**config.mk**
```make
export PLATFORM = sky130hd
export DESIGN_NAME = result_readout
export DESIGN_NICKNAME = d
export VERILOG_FILES = /design/src/rtl/result_readout.sv
export SDC_FILE = /design/constraint.sdc
export NUM_CORES = 1
export LEC_CHECK = 0
export ABC_AREA = 1
export CORE_MARGIN = 2
export CORE_UTILIZATION = 44
export DETAILED_ROUTE_END_ITERATION = 6
export HOLD_SLACK_MARGIN = 0.05
export PLACE_DENSITY = 0.77
export SLEW_MARGIN = 20
export SYNTH_ARGS = -nofsm -noshare
export SYNTH_HDL_FRONTEND = slang
export SYNTH_SLANG_ARGS = --single-unit
```
**constraint.sdc**
```tcl
create_clock -name CLOCK_50 -period 4.3 [get_ports CLOCK_50]
set_clock_uncertainty 0.2 [all_clocks]
set_input_delay 0.86 -clock CLOCK_50 [delete_from_list [all_inputs] [get_ports CLOCK_50]]
set_output_delay 0.86 -clock CLOCK_50 [all_outputs]
set_load 0.01 [all_outputs]
```
**src/rtl/result_readout.sv**
```systemverilog
// Post-run result extractor: freezes CPU counters on program end and
// streams the M result words out of byte-wide data memory.
module result_readout #(
  parameter int M  = 3,
  parameter int N  = 4,
  parameter int W  = 32,
  parameter int AW = 16
) (
  input  logic                 CLOCK_50,
  input  logic                 reset,
  input  logic                 done,
  input  logic [15:0]          clock_count,
  input  logic [15:0]          instr_cnt,
  output logic                 mem_rd,
  output logic [AW-1:0]        mem_addr,
  input  logic [7:0]           mem_rdata,
  output logic                 res_valid,
  input  logic                 res_ready,
  output logic [W-1:0]         res_data,
  output logic [$clog2(M)-1:0] res_index,
  output logic                 stats_valid,
  output logic [15:0]          stats_clk,
  output logic [15:0]          stats_instr,
  output logic                 busy,
  output logic                 finished
);

  localparam int IW = $clog2(M);
  localparam logic [AW-1:0] BASE = AW'(4*M*N + 4*N);

  typedef enum logic [1:0] {
    S_IDLE,
    S_READ,
    S_HOLD,
    S_FIN
  } state_t;

  state_t        r_state;
  state_t        w_state_nx;
  logic          r_done_q;
  logic [IW-1:0] r_idx;
  logic [2:0]    r_step;
  logic [W-9:0]  r_shift;
  logic          w_start;
  logic          w_last;

  assign w_start = done & ~r_done_q;
  assign w_last  = (r_idx == IW'(M-1));

  always_ff @(posedge CLOCK_50 or posedge reset) begin
    if (reset) r_state <= S_IDLE;
    else       r_state <= w_state_nx;
  end

  always_comb begin
    w_state_nx = r_state;
    unique case (r_state)
      S_IDLE: if (w_start) w_state_nx = S_READ;
      S_READ: if (r_step == 3'd4) w_state_nx = S_HOLD;
      S_HOLD: if (res_ready) w_state_nx = w_last ? S_FIN : S_READ;
      S_FIN:  if (!done) w_state_nx = S_IDLE;
    endcase
  end

  // Steps 0..3 issue byte addresses; the memory answers one edge late,
  // so bytes land on steps 1..4 and the word completes on step 4.
  always_ff @(posedge CLOCK_50 or posedge reset) begin
    if (reset) begin
      r_done_q    <= 1'b0;
      r_idx       <= '0;
      r_step      <= '0;
      r_shift     <= '0;
      mem_addr    <= '0;
      res_data    <= '0;
      res_index   <= '0;
      stats_valid <= 1'b0;
      stats_clk   <= '0;
      stats_instr <= '0;
    end else begin
      r_done_q <= done;
      unique case (r_state)
        S_IDLE: begin
          if (w_start) begin
            stats_clk   <= clock_count;
            stats_instr <= instr_cnt;
            stats_valid <= 1'b1;
            r_idx       <= '0;
            r_step      <= '0;
            mem_addr    <= BASE;
          end
        end
        S_READ: begin
          r_step  <= r_step + 3'd1;
          r_shift <= {r_shift[W-17:0], mem_rdata};
          if (r_step < 3'd3)
            mem_addr <= mem_addr + AW'(1);
          if (r_step == 3'd4) begin
            res_data  <= {r_shift, mem_rdata};
            res_index <= r_idx;
          end
        end
        S_HOLD: begin
          // Address sits on byte 3 of this word, so +1 is the next base.
          if (res_ready && !w_last) begin
            r_idx    <= r_idx + IW'(1);
            r_step   <= '0;
            mem_addr <= mem_addr + AW'(1);
          end
        end
        S_FIN: begin
        end
      endcase
    end
  end

  assign mem_rd    = (r_state == S_READ) && (r_step < 3'd4);
  assign res_valid = (r_state == S_HOLD);
  assign busy      = (r_state == S_READ) || (r_state == S_HOLD);
  assign finished  = (r_state == S_FIN);

endmodule

```
==> qor.txt <==
CP Depth: 6
Synth-to-Final Area Change: 41.7%
Die area: 0.0120 mm2
Setup ws final: 0.785 ns
CTS tree: built
Max frequency: 284 MHz
First-pass GRT wire length: 17800 um
Vias: 3785
Hold Crit Class: register to register
Area fraction in and, or, nand and nor cells after synthesis: 14.5%
Row Count: 38
Worst-path clk slew: 0.06 ns
DRC viols: 0
Slowest Stage Delay on Critical Path: 0.58 ns
Max clock buf depth: 2
Final Power: 5.02 mW
CP max FO: 54
All-Layer GR Usage: 19.2%
Postcts setup bufs: 0
Synth cell types: 23
Max cap viols: 0
FF-to-FF path depth: 6
Finished Cell Area: 0.00695 mm2
Pwr dens: 722 mW/mm2
Setup TNS: 0 ns
Starting Density: 45.2%
Fraction of layout cells with a size suffix above 1: 13.8%
Final setup fails: 0
Compound-Gate Fraction of Synth Area: 8.02%
Setup crit end kind: output port
Number of DRC markers in iteration 0: 162
Final worst path period need: 3.52 ns
Post-synthesis cell count: 479
Cts bufs inserted: 17
Yosys reg bits: 115
Slew Viols, Final: 0
Rel. slew slack: 40.8%
Initial antenna violation count: 0
Die height: 110 um
Clock Sink Count: 115
Worst setup path category: register to output port
Ports: 131
Post-CTS Hold Fix Bufs: 0
Clock root buffer: clkbuf_8
Post-CTS resize count: 0
Routed Wire Length: 11000 um
VDD IR max: 0.311 mV
Number of global-route vias before repair: 3823
Total congestion overflow: 0
Largest family of logic cells by synthesized area: simple AND/OR/NAND/NOR gates
Synth warn: 0
Vias per cell: 4.95
Synth Area in Adders: 2.55%
H-tree Lvls: 4
DR pass1 iterations: 4
Cell chain of the critical path: inv_1, ha_1, buf_4, inv_1, nor2_1, clkdlybuf4s50_1
Hold Violations, Final: 0
Leakage: 3.11 nW
RSZ-0062 raised after global routing: false
CP top delay family: buffers and inverters
Worst skew pair latency: 0.51 ns
Syn_nets: 533
Reg2reg setup slack: 1.78 ns
CP max stage cell: clkdlybuf4s50_1
Critical path data arrival time: 2.46 ns
Final ANT Viol Nets: 0
Post-synthesis mux area share: 9.80%
IO Port Bufs: 130
DIE WIDTH: 110 um
Status: complete, no violations
Antenna cells: 0
Nets: 666
Pre-CTS setup slack: 1.27 ns
Wirelength per Cell: 14.4 um
Placed instance area: 0.00630 mm2
Req. time, crit path: 3.24 ns
CP dominant cell by count: inv_1
Seq/Total Area, Yosys: 58.7%
Core area: 0.0108 mm2
Crit share post-route: 81.8%
Cell Area, Synth: 0.00490 mm2
Pin count of the biggest net entering global routing: 72
Final Wtd Congestion: 0.814
Hpwl dp: 7480 um
Setup crit start kind: register
WHS Path Cells: 2
Mean post-synth cell area: 10.2 um2
Post-Synth XOR/XNOR Area: 0%
Worst slew pin tran: 0.888 ns
Bufs and invs on worst path: 4
==> final timing paths <==
check | to | from
worst min-delay path | stats_valid | stats_valid
min in group asynchronous | stats_valid | reset
worst max register to register | res_data[3] | r_state[1]
worst max-delay path | mem_rd | r_state[1]
worst min register to register | stats_valid | stats_valid
max in group asynchronous | r_shift[0] | reset
==> through the flow <==
stage / hold WS, ns / instances / util, %
CTS: 0.266 / 765 / 64.1
floorplan: 0.250 / 479 / -
global route: 0.294 / 765 / 64.1
global placement: 0.249 / 733 / 58.1
finish: 0.262 / 765 / 64.1
detailed placement: 0.250 / 733 / 58.1
==> metal layers <==
layer  share of wire [%]  vias up  GRT usage, %
li1                    -     1825             -
met3                 6.1       20          5.69
met4                 2.0        0          8.14
met5                   0        -             0
met2                  51      120          31.5
met1                  41     1820          23.5
==> flip-flops by register name, indices dropped and copies added, names as in the netlist <==
name / flops
stats_valid: 1
r_idx: 2
stats_instr: 16
r_done_q: 1
res_index: 2
r_shift: 24
r_state: 2
res_data: 32
r_step: 3
mem_addr: 16
stats_clk: 16
==> synthesized netlist by cell type, drive strengths merged <==
master	count	area [um2]
mux2	40	480
ha	10	125
nand2	107	414
a21oi	8	40.0
inv	53	199
o21bai	1	7.51
nand4	8	50.1
o21ai	66	330
o2111ai	1	8.76
buf	8	73.8
o22ai	1	6.26
nor2	27	116
clkbuf	11	41.3
nand3	23	130
dfrtp	115	2880
==> final cells by class <==
cell class	instances	area, um2
flip-flops and latches	115	2880
clock buffers	19	442
inverters	53	201
clock inverters	13	205
multi-input cells	292	1710
fillers	878	3890
repair buffers	133	1340
well taps	140	175
==> worst register-to-register path, stage by stage, from the launching register on <==
cell	delay, ns
dfrtp_1	0.44
inv_1	0.14
ha_1	0.16
buf_4	0.39
nand3_2	0.33
buf_4	0.38
mux2_4	0.37
==> cell usage in the layout, fill, tap and decap left out <==
| master | netlist | routed |
|---|---|---|
| o22ai_1 | 1 | 1 |
| buf_4 | 1 | 2 |
| nand3_2 | 3 | 3 |
| inv_1 | 51 | 50 |
| clkbuf_8 | 0 | 3 |
| dfrtp_1 | 115 | 115 |
| clkbuf_16 | 0 | 16 |
| mux2_2 | 32 | 32 |
| nand2_4 | 1 | 1 |
| inv_4 | 0 | 1 |
| o21ai_0 | 66 | 66 |
| a21oi_1 | 8 | 8 |
| bufinv_16 | 0 | 5 |
| clkdlybuf4s50_1 | 0 | 130 |
| nor2_4 | 2 | 2 |
| nand2_1 | 104 | 104 |
| clkinv_2 | 0 | 3 |
| ha_1 | 10 | 10 |
| nand4_1 | 8 | 8 |
| inv_6 | 0 | 1 |
| o21bai_1 | 1 | 1 |
| nand2_2 | 2 | 2 |
| inv_2 | 2 | 2 |
| clkinv_4 | 0 | 1 |
| buf_12 | 0 | 1 |
| nand3_1 | 20 | 20 |
| mux2_4 | 8 | 8 |
| clkinvlp_4 | 0 | 3 |
| o2111ai_1 | 1 | 1 |
| nor2_1 | 25 | 25 |
==> kinds of logic (layout without fill, tap and decap cells) <==
logic type,Yosys count,in the layout
AO/OA/AOI/OAI,77,77
adder cells (fa/ha/maj),10,10
buffers and inverters,72,218
flip-flops,115,115
multiplexers,40,40
AND/OR/NAND/NOR,165,165
==> power by group <==
part | switching (mW) | total (mW) | internal (mW) | leakage (nW)
registers | 0.231 | 1.73 | 1.50 | 1.47
clock network | 0.490 | 1.52 | 1.03 | 0.310
logic | 0.854 | 1.77 | 0.918 | 1.33
total | 1.57 | 5.02 | 3.44 | 3.11
Note: power is estimated with default switching activity, not from simulation.
